[src/rtl/mem_arbiter.sv]
`default_nettype none
// ============================================================================
// Module   : mem_arbiter
// Purpose  : Round-robin two-port arbiter/sequencer for one fixed-latency memory.
// Revision : 1.0
// ============================================================================
module mem_arbiter #(
  parameter int ADDR_W  = 32,
  parameter int DATA_W  = 32,
  parameter int MEM_LAT = 2
) (
  input  logic              clk,
  input  logic              reset,
  input  logic              cpu_req,
  input  logic              cpu_we,
  input  logic [ADDR_W-1:0] cpu_addr,
  input  logic [DATA_W-1:0] cpu_wdata,
  output logic [DATA_W-1:0] cpu_rdata,
  output logic              cpu_ready,
  input  logic              dev_req,
  input  logic              dev_we,
  input  logic [ADDR_W-1:0] dev_addr,
  input  logic [DATA_W-1:0] dev_wdata,
  output logic [DATA_W-1:0] dev_rdata,
  output logic              dev_ready,
  output logic              mem_en,
  output logic              mem_we,
  output logic [ADDR_W-1:0] mem_addr,
  output logic [DATA_W-1:0] mem_wdata,
  input  logic [DATA_W-1:0] mem_rdata,
  output logic [1:0]        grant
);

  typedef enum logic [1:0] {
    S_IDLE   = 2'd0,
    S_ACCESS = 2'd1,
    S_WAIT   = 2'd2,
    S_DONE   = 2'd3
  } state_t;

  localparam logic [3:0] c_mem_lat = 4'(MEM_LAT);

  state_t     r_state;
  logic [3:0] r_cnt;
  logic       r_last_dev;
  logic       r_sel_dev;
  logic       w_pick_dev;

  // On a tie the device wins only if the CPU was the previous owner.
  assign w_pick_dev = dev_req & (~cpu_req | ~r_last_dev);

  always_ff @(posedge clk or posedge reset) begin
    if (reset) begin
      r_state    <= S_IDLE;
      r_cnt      <= 4'd0;
      r_last_dev <= 1'b1;
      r_sel_dev  <= 1'b0;
      grant      <= 2'b00;
      cpu_ready  <= 1'b0;
      dev_ready  <= 1'b0;
      cpu_rdata  <= '0;
      dev_rdata  <= '0;
      mem_en     <= 1'b0;
      mem_we     <= 1'b0;
      mem_addr   <= '0;
      mem_wdata  <= '0;
    end else begin
      cpu_ready <= 1'b0;
      dev_ready <= 1'b0;
      mem_en    <= 1'b0;
      case (r_state)
        S_IDLE: begin
          if (cpu_req || dev_req) begin
            r_sel_dev  <= w_pick_dev;
            r_last_dev <= w_pick_dev;
            grant      <= w_pick_dev ? 2'b10 : 2'b01;
            mem_we     <= w_pick_dev ? dev_we    : cpu_we;
            mem_addr   <= w_pick_dev ? dev_addr  : cpu_addr;
            mem_wdata  <= w_pick_dev ? dev_wdata : cpu_wdata;
            mem_en     <= 1'b1;
            r_state    <= S_ACCESS;
          end
        end
        S_ACCESS: begin
          r_cnt   <= c_mem_lat;
          r_state <= S_WAIT;
        end
        S_WAIT: begin
          if (r_cnt == 4'd1) begin
            if (!mem_we) begin
              if (r_sel_dev) dev_rdata <= mem_rdata;
              else           cpu_rdata <= mem_rdata;
            end
            cpu_ready <= ~r_sel_dev;
            dev_ready <= r_sel_dev;
            r_state   <= S_DONE;
          end else begin
            r_cnt <= r_cnt - 4'd1;
          end
        end
        S_DONE: begin
          grant   <= 2'b00;
          r_state <= S_IDLE;
        end
        default: r_state <= S_IDLE;
      endcase
    end
  end

endmodule
`default_nettype wire

[config.mk]
export PLATFORM = sky130hd
export DESIGN_NAME = mem_arbiter
export DESIGN_NICKNAME = d
export VERILOG_FILES = /design/src/rtl/mem_arbiter.sv
export SDC_FILE = /design/constraint.sdc
export NUM_CORES = 1
export LEC_CHECK = 0
export ABC_CLOCK_PERIOD_IN_PS = 4900
export BUFFER_PORTS_ARGS = -buffer_cell sky130_fd_sc_hd__buf_4
export CORE_MARGIN = 2
export CORE_UTILIZATION = 48
export CTS_BUF_LIST = sky130_fd_sc_hd__clkbuf_4
export DETAILED_ROUTE_END_ITERATION = 8
export PLACE_DENSITY_LB_ADDON = 0.08
export SLEW_MARGIN = 20
export SYNTH_ARGS = -nofsm -noshare
export SYNTH_HDL_FRONTEND = slang
export SYNTH_SLANG_ARGS = --single-unit
[constraint.sdc]
create_clock -name clk -period 4.9 [get_ports clk]
set_input_delay 0.245 -clock clk [delete_from_list [all_inputs] [get_ports clk]]
set_output_delay 0.245 -clock clk [all_outputs]
set_load 0.1 [all_outputs]
== Yosys cells after proc, flatten, opt, wreduce, memory -nomap -nowiden ==
Cells that the tools add are included.
Cells by class
  add/subtract/negate cells: 1
  equality and inequality tests: 7
  muxes and demuxes: 17
  bitwise gates (word level): 6
  reductions and logical operators: 10
Operators with widths (count)
  $mux 32: 2
  $mux 2: 4
  $pmux 2 s4: 1
  $pmux 4 s2: 1
  $reduce_and 2->1: 4
  $reduce_and 4->1: 2
  $mux 1: 7
  $ne 2x2->1 const B: 3
  $eq 2x2->1 const B: 2
  $eq 4x1->1 const B: 1
  $mux 4: 1
  $not 1->1: 4
  $pmux 2 s2: 1
  $reduce_bool 2->1: 2
  $sub 4x1->4 const B: 1
  $eq 2x1->1 const B: 1
  $logic_not 2->1: 1
  $and 1x1->1: 1
  $logic_or 1x1->1: 1
  $or 1x1->1: 1
Storage, ports and cells
  register bits after elaboration: 142
  output and inout port bits: 134

== Logic depth before layout (Yosys ltp) ==
Gate-level depths: netlist of run 1.
  depth in word-level cells: 6
  depth in mapped cells: 8

== Least setup slack after synthesis of run 1 ==
OpenSTA, ideal clock, no wires.
  path kind: flip-flop to flip-flop
  start point: register mem_we
  end point: register cpu_rdata[0]
  setup time: 125 ps
  arrival: 1810 ps
  data required time: 4775 ps
  path slack: 2964 ps
  cell stages (with the launch flop): 5
  clock period less this slack: 1936 ps
  path through: dfrtp_1 -> or3_1 -> buf_6 -> buf_12 -> mux2_4
Between the ends
  longest elaborated chain between the ends: 2
RTL lines
  start, declared: RTL line 27  | output logic mem_we,
  start signal, assigned: RTL line 77  | mem_we <= w_pick_dev ? dev_we : cpu_we;
  $not 1->1 (no line)
  $reduce_and 4->1 (no line)
  end signal, assigned: RTL line 92  | else cpu_rdata <= mem_rdata;
  end, declared: RTL line 18  | output logic [DATA_W-1:0] cpu_rdata,
No other way between the ends.
A chain may end at the register's enable or synchronous reset.

== Worst setup path after layout of run 1 ==
  start point: register r_state[0]
  end point: register mem_wdata[27]
Between the ends
  longest elaborated chain between the ends: 2
RTL lines
  start, declared: RTL line 43  | state_t r_state;
  start signal, assigned: RTL line 54  | r_state <= S_IDLE;
  start signal, assigned: RTL line 81  | r_state <= S_ACCESS;
  start signal, assigned: RTL line 86  | r_state <= S_WAIT;
  $logic_not 2->1: RTL line 71  | case (r_state)
  $reduce_and 2->1 (no line)
  end signal, assigned: RTL line 79  | mem_wdata <= w_pick_dev ? dev_wdata : cpu_wdata;
  end, declared: RTL line 29  | output logic [DATA_W-1:0] mem_wdata,
No other way between the ends.

==> results of run 1 <==
-- stage by stage --
| stage | hold slack, ns | instances | worst slack [ns] | util, % | instance area, um^2 |
|---|---|---|---|---|---|
| final | 0.03202 | 1189 | 2.331 | 82.87 | 10420 |
| after global routing | 0.003631 | 1189 | 2.171 | 82.87 | 10420 |
| after CTS | 0.0002418 | 1189 | 2.422 | 82.87 | 10420 |
| after detailed placement | 0.4895 | 998 | 2.461 | 67.22 | 8448 |
| after global placement | 0.4833 | 998 | 2.534 | 67.20 | 8446 |
| after floorplan | 0.3180 | 557 | 0.8471 | - | 6130 |
-- cells in the mapped netlist (2+ instances only) --
master                     count
sky130_fd_sc_hd__a31oi_1       2
sky130_fd_sc_hd__buf_12        3
sky130_fd_sc_hd__nand2_1      71
sky130_fd_sc_hd__inv_1         8
sky130_fd_sc_hd__nor2_1       68
sky130_fd_sc_hd__buf_2        18
sky130_fd_sc_hd__dfrtp_1     141
sky130_fd_sc_hd__a21oi_1     133
sky130_fd_sc_hd__mux2_4       30
sky130_fd_sc_hd__mux2_2       35
sky130_fd_sc_hd__nor2b_1       2
sky130_fd_sc_hd__o22ai_1       2
sky130_fd_sc_hd__clkbuf_1     13
sky130_fd_sc_hd__ha_1          7
sky130_fd_sc_hd__nand2b_1      3
sky130_fd_sc_hd__a22o_1        2
-- registers in the layout, summed over array words and instances, names as in the netlist, 2 cells and up --
| signal | cells |
|---|---|
| mem_addr | 32 |
| r_cnt | 4 |
| cpu_rdata | 32 |
| mem_wdata | 32 |
| grant | 2 |
| dev_rdata | 32 |
| r_state | 2 |
-- area by class of cell --
type,count,area [um^2]
sequential,142,3555
clock buffer,20,150.1
timing repair buffer,464,3884
multi-input combinational,372,2359
tap,172,215.2
fill,654,2153
inverter,8,37.54
clock inverter,11,215.2
-- routing by layer --
metal	part of all wire [%]	track usage (%)	vias up
met2	51	56.15	357
met5	0	0	-
met4	4.3	14.35	0
met1	36	37.23	3047
met3	8.4	9.423	78
li1	-	-	2800
-- worst paths after layout --
check,start,end,cells past startpoint
worst min register to register,dev_rdata[2],dev_rdata[2],1
min in group asynchronous,reset,cpu_rdata[17],3
worst min-delay path,dev_wdata[9],mem_wdata[9],3
worst max register to register,r_state[0],mem_wdata[27],7
max in group asynchronous,reset,dev_rdata[9],4
worst max-delay path,r_state[0],mem_wdata[27],7
-- cells by family (layout without fill, tap and decap cells) --
| logic type | after synthesis | in the layout |
|---|---|---|
| buffers and inverters | 43 | 503 |
| adder cells (fa/ha/maj) | 7 | 7 |
| AND/OR/NAND/NOR | 154 | 154 |
| AO/OA/AOI/OAI | 145 | 145 |
| flip-flops | 142 | 142 |
| multiplexers | 66 | 66 |
-- worst register-to-register path: cells and delay by family (launching register included) --
family | cells | cell delay, ns
flops | 1 | 0.42
compound gates | 3 | 0.49
buf+inv | 3 | 1.29
fa+ha+maj | 1 | 0.32
==> results, run 1 <==
- In this run the number of H-tree levels came out at 4.
- The number of setup buffers added after CTS is 0.
- Summing the sequential cell areas from Yosys gives 57.99% of the chip area.
- The number of nets handed over by synthesis was 730.
- The fraction of synthesized area in multiplexers is 13.94%.
- The width of the chip is 117.0 um.
- The async set-reset flop share out of synthesis is 100.0%.
- Global routing used between 30% and 40% of the available tracks.
- The final count of hold timing violations is 0.
- The kind of cell adding the most delay to the critical path is buffers and inverters.
- The final setup skew is 0.01730 ns.
- The number of synthesized flops with an enable pin is 0.
- TritonCTS built the clock tree.
- After clock tree synthesis, the clock-pin slew on the worst setup and hold paths is 0.11 ns.
- Summed over all nets, the half-perimeter wirelength after detailed placement is 12480 um.
- The average wire per cell in the routed design is 18.72 um.
- The number of top-level design ports is 300.
- The maximum number of buffers from clock root to sink is 2.
- The count of pins over their slew limit is 0.
- Setup repair after global routing left no endpoint under its margin.
- In the layout the commonest cells are sky130_fd_sc_hd__buf_4, sky130_fd_sc_hd__dlygate4sd3_1, sky130_fd_sc_hd__dfrtp_1.
- For this configuration, the core starts out at a cell density of 48.77%.
- The final setup violation count is 0.
- The first routing iteration left 444 violations.
- Once detail routing completed, the nets flagged for antenna violations numbered 0.
- The synthesized design spends more area on one cell type than any other, namely sky130_fd_sc_hd__dfrtp_1.
- The detailed-route via count is 6282.
- After synthesis, the largest family of logic cells by area is multiplexers.
- At the pin with the least slew margin, the transition time is 1.067 ns.
- The area growth from synthesis to final layout is 69.91%.
- The buffer cell driving the clock tree root is sky130_fd_sc_hd__clkbuf_4.
- TritonCTS created 17 clock buffers.
- The number of antenna violations at the first check in global routing came to 0.
- The data required time of the worst path is between 5 and 6 ns.
- The minimum clock period after layout is between 2 and 3 ns.
- Row generation in the floorplan step produced 41 rows.
- Entering global routing, the biggest net connects 98 pins.
- Across all register-to-register paths, the minimum setup slack is 2.33 ns.
- The simple logic cell fraction of the synthesized area is 10.33%.
- The largest single stage delay on the critical path is 0.60 ns.
- STA classifies the critical path endpoint as a flop.
- The cell area that synthesis handed to floorplanning was 6130 um^2.
- The critical path's slowest cell is sky130_fd_sc_hd__buf_4.
- The share of the synthesized area in compound gates (AO/OA/AOI/OAI) is 12.39%.
- The first global-routing pass estimated about 34000 um of wire.
- The number of different library cells used by synthesis comes to 35.
- The worst path arrival time is 3.04 ns.
- The kind of start point of the critical path is a flop.
- Global routing finished with a remaining overflow of 0.
- The adder and majority gate portion of the synthesized area is roughly 1.4%.
- Of the total synthesized cell area, the portion taken by XOR and XNOR cells is 0%.
- The first detailed-routing pass took 5 iterations.
- The most frequent standard cell in the layout excluding fill and tap cells is sky130_fd_sc_hd__buf_4.
- The die outline area is 13690 um^2.
- The run finished with clean final reports.
- In the routed design, unresolved DRC markers number 0.
- The critical path goes through inv_1, ha_1, o21ai_4, buf_4, a21oi_1, a21oi_1, dlygate4sd3_1.
- The timing-limited maximum frequency is 0.3892 GHz.
- Synthesis handed over a netlist of 557 instances.
- Using the TritonRoute via totals, the vias-per-cell ratio works out to 5.283.
- The primary flip-flop cell chosen by synthesis mapping is sky130_fd_sc_hd__dfrtp_1.
- The top-area cell type share of the netlist area is 57.56%.
- At the end of routability-driven placement, the weighted congestion stood at 0.7964.
- The die boundary height is 117.0 um.
- Headroom to the max-slew limit came out at 28.88%.
- The period utilization is 52.44%.
- The via count of the first global-routing pass is 6539.
- 0 antenna diodes ended up in the layout.
- The critical path contains buffers and inverters numbering 3 combined.
- Clock tree synthesis found a total of 142 sinks.
- The average size of a mapped cell is ~11 um^2.
- Ranked by total cell area, the synthesized netlist is headed by sky130_fd_sc_hd__dfrtp_1, sky130_fd_sc_hd__a21oi_1, sky130_fd_sc_hd__mux2_4.
- The maximum fanout count along the critical path is 66.
- The number of buffers inserted for hold repair after clock tree synthesis is 160.
- The count of cells resized by post-cts repair is 0.
- Synthesis inferred 142 register bits.
- The area of the core is between 10000 and 15000 um^2.
- The type of the tightest min-delay check is in -> reg.
- The total number of yosys warnings is 0.
- The share of cells above drive strength 1 is roughly 40%.
- After the last flow step, the layout net total stands at 1178.
- In this run the tool buffered the top-level ports with around 300 buffer cells.
- In the final timing run, aggregate negative setup slack is 0 ns.
- The number of maximum-capacitance constraint violations is 0.
- Summed over all layers, the routed wires come to 22260 um.
- In this design, the critical path's most frequently occurring cell is sky130_fd_sc_hd__a21oi_1.
- The critical path is of the reg -> reg type.
- The later pin in the worst-skew pair is clocked with a latency of 0.54 ns.
Power of run 1 is left out: the tool's default activity adds up to more than one toggle a clock period on the data nets, which glitch-free logic cannot reach.
==> run 2, diff against run 1 <==
--- a/config.mk
+++ b/config.mk
@@ -5,10 +5,10 @@
 export SDC_FILE = /design/constraint.sdc
 export NUM_CORES = 1
 export LEC_CHECK = 0
-export ABC_CLOCK_PERIOD_IN_PS = 4900
+export ABC_CLOCK_PERIOD_IN_PS = 2300
 export BUFFER_PORTS_ARGS = -buffer_cell sky130_fd_sc_hd__buf_4
 export CORE_MARGIN = 2
-export CORE_UTILIZATION = 48
+export CORE_UTILIZATION = 43
 export CTS_BUF_LIST = sky130_fd_sc_hd__clkbuf_4
 export DETAILED_ROUTE_END_ITERATION = 8
 export PLACE_DENSITY_LB_ADDON = 0.08
==> constraint.sdc (replaced) <==
create_clock -name clk -period 2.3 [get_ports clk]
set_input_delay 0.115 -clock clk [delete_from_list [all_inputs] [get_ports clk]]
set_output_delay 0.115 -clock clk [all_outputs]
set_load 0.1 [all_outputs]
==> results, run 2 (same netlist as run 1, synthesis figures left out) <==
- Setup repair after global routing left no endpoint under its margin.
- The number of clock sinks is 142 (unchanged).
- The total clock buffers created by CTS is 17 (unchanged).
- The via count of the first global-routing pass is 6796 (+3.9%).
- The detailed router's first-iteration violation count is 361 (-19%).
- The width of the chip was 123.4 um (+5.5%).
- The number of nets with antenna violations after routing is 0 (unchanged).
- The number of top-level design ports is 300 (unchanged).
- The setup slack of the worst register-to-register path came to 0.16 ns (-2.17 ns).
- The count of pins over their slew limit came to 0 (unchanged).
- The share of cells above drive strength 1 is 40.52% (+0.41 points).
- The setup TNS came to 0 ns (unchanged).
- The combined buffer and inverter count along the critical path is 3 (unchanged).
- The wire length after detailed routing is 21650 um (-2.8%).
- The final layout net count is 1189 (+0.93%).
- The die boundary height came to 123.4 um (+5.5%).
- The worst flop-to-flop path startpoint is r_state[0].
- The detailed placer's ending HPWL is 12810 um (+2.6%).
- The final count of hold timing violations is 0 (unchanged).
- The slew of the pin with the lowest slew margin came to 0.5944 ns (-0.4724 ns).
- The total grt overflow is 0 (unchanged).
- The fill cell total of the finished layout came to 855 (+31%).
- The buffer cell driving the clock tree root is sky130_fd_sc_hd__clkbuf_4.
- The average wire per cell in the routed design is 17.89 um (-4.4%).
- The biggest cell delay along the critical path is 0.55 ns (-0.05 ns).
- The number of H-tree levels is 4 (unchanged).
- The critical hold path startpoint is dev_req.
- TritonCTS built the clock tree.
- The timing-limited maximum frequency came to 0.4675 GHz (+20%).
- The detailed-routing iteration count for the pre-antenna-repair pass is 6 (+1).
- The number of antenna violations at the first check in global routing came to 0 (unchanged).
- The register clock-pin slew on the reported worst setup and hold paths came to 0.13 ns (+0.02 ns).
- The endpoint identified for the worst register-to-register timing path is mem_wdata[8].
- The count of non-filler cells in the finished layout is 1210 (+1.8%).
- The largest net degree at the start of global routing is 90 (-8.2%).
- The kind of cell adding the most delay to the critical path is buffers and inverters.
- The type of the worst setup path is reg -> reg.
- The final setup violation count is 0 (unchanged).
- The worst-case headroom to the max-slew limit came to 60.28% (+31 points).
- The worst hold path terminates at grant[0].
- The minimum clock period after layout is 2.139 ns (-0.4306 ns).
- STA classifies the critical path startpoint as a flop.
- The worst hold path depth is 4 (+1).
- The wire length of the first global-routing pass is 33060 um (-1.6%).
- The number of buffers inserted to repair setup after CTS is 0 (unchanged).
- The number of maximum-capacitance constraint violations was 0 (unchanged).
- The cell count after placement was 1012 (+1.4%).
- The number of I/O port buffers is 299 (unchanged).
- The clock latency on the worst-skew pair is 0.54 ns (about the same).
- The period utilization is 92.99% (+41 points).
- The final estimated routing congestion in global placement is 0.8237 (+3.4%).
- The maximum number of buffers from clock root to sink is 2 (unchanged).
- By instance count, the cell type seen most on the critical path is sky130_fd_sc_hd__a21oi_1.
- Walking the worst path, the cells encountered are inv_1, ha_2, o21ai_4, buf_6, a21oi_1, a21oi_1, dlygate4sd3_1.
- The maximum fanout count along the critical path is 19 (-71%).
- The type of the tightest min-delay check is in -> reg.
- The detailed-route vias per instance is 5.163 (-2.3%).
- The effective utilization at floorplan came to 44.16% (-4.6 points).
- The die outline area is 15230 um^2 (+11%).
- In the layout the commonest cells are sky130_fd_sc_hd__buf_4, sky130_fd_sc_hd__dlygate4sd3_1, sky130_fd_sc_hd__dfrtp_1.
- The total number of placement rows is 43 (+4.9%).
- The worst path arrival time is 2.56 ns (-0.48 ns).
- The area of the core is 13880 um^2 (+10%).
- The flow ran to the end, and the final reports show no timing, DRC or antenna violations.
- The area growth from synthesis to layout is 72.71%.
- The data required time of the worst path came to 2.72 ns (-2.65 ns).
- The length in cells of the worst reg-to-reg path is 7 (unchanged).
- The final setup skew was 0.02279 ns (+0.005485 ns).
- The endpoint type of the worst setup path is a flop.
- The detailed-route via count is 6247 (-0.56%).
- Among all stages on the critical path, the largest delay is contributed by sky130_fd_sc_hd__dlygate4sd3_1.
- The library cell used most frequently in the layout, excluding fill and tap cells, is sky130_fd_sc_hd__buf_4.
- The total DRC errors in the routed layout was 0 (unchanged).
- The global router's overall resource usage is 28.13% (-4.2 points).
[run 2: cell type report]
| class | count | area (um^2) | share of cell area (%) |
|---|---|---|---|
| repair buffers | 475 | 4058 | 38.33 |
| flip-flops and latches | 142 | 3555 | 33.58 |
| multi-input cells | 372 | 2361 | 22.30 |
| well taps | 180 | 225.2 | 2.127 |
| clock inverters | 13 | 209.0 | 1.974 |
| clock buffers | 19 | 142.6 | 1.347 |
| inverters | 8 | 33.78 | 0.3191 |
| diodes | 1 | 2.502 | 0.02364 |
[run 2: worst max path at each step]
stage	start	end	slack, ns	cells after the start
floorplan	mem_we	cpu_rdata[0]	0.36	4
global placement	r_state[0]	cpu_rdata[17]	0.28	6
detailed placement	r_state[0]	cpu_rdata[6]	0.22	6
CTS	r_state[0]	mem_wdata[8]	0.03	7
global route	r_state[0]	mem_wdata[8]	0.06	7
finish	r_state[0]	mem_wdata[8]	0.16	7
[run 2: worst register-to-register path, cell delays in order (launching register included)]
cell and delay (ns):
sky130_fd_sc_hd__dfrtp_1 0.43, sky130_fd_sc_hd__inv_1 0.13, sky130_fd_sc_hd__ha_2 0.29, sky130_fd_sc_hd__o21ai_4 0.20
sky130_fd_sc_hd__buf_6 0.23, sky130_fd_sc_hd__a21oi_1 0.13, sky130_fd_sc_hd__a21oi_1 0.08, sky130_fd_sc_hd__dlygate4sd3_1 0.55
[run 2: timing repair]
item,4_1_cts,5_1_grt
gates resized for setup,0,2
endpoints found under the setup margin,0,1
hold buffers,165,0
hold endpoints to repair,149,0
[run 2: metrics by stage]
step | instance area, um^2 | utilization, % | hold WS (ns) | worst slack (ns)
after floorplan | 6133 | - | 0.1880 | 0.3641
after global placement | 8574 | 61.77 | 0.1608 | 0.2798
after detailed placement | 8574 | 61.77 | 0.1668 | 0.2211
after CTS | 10580 | 76.20 | 0.02721 | 0.02651
after global routing | 10580 | 76.25 | 0.07885 | 0.06350
final | 10590 | 76.27 | 0.07872 | 0.1612
[run 2: layer usage]
metal / global-route usage (%) / wire (um)
met5: 0 / 0
met4: 15.34 / 931
met3: 9.225 / 1880
met2: 48.39 / 10940
met1: 30.58 / 7890
Power of run 2 is left out for the same reason.
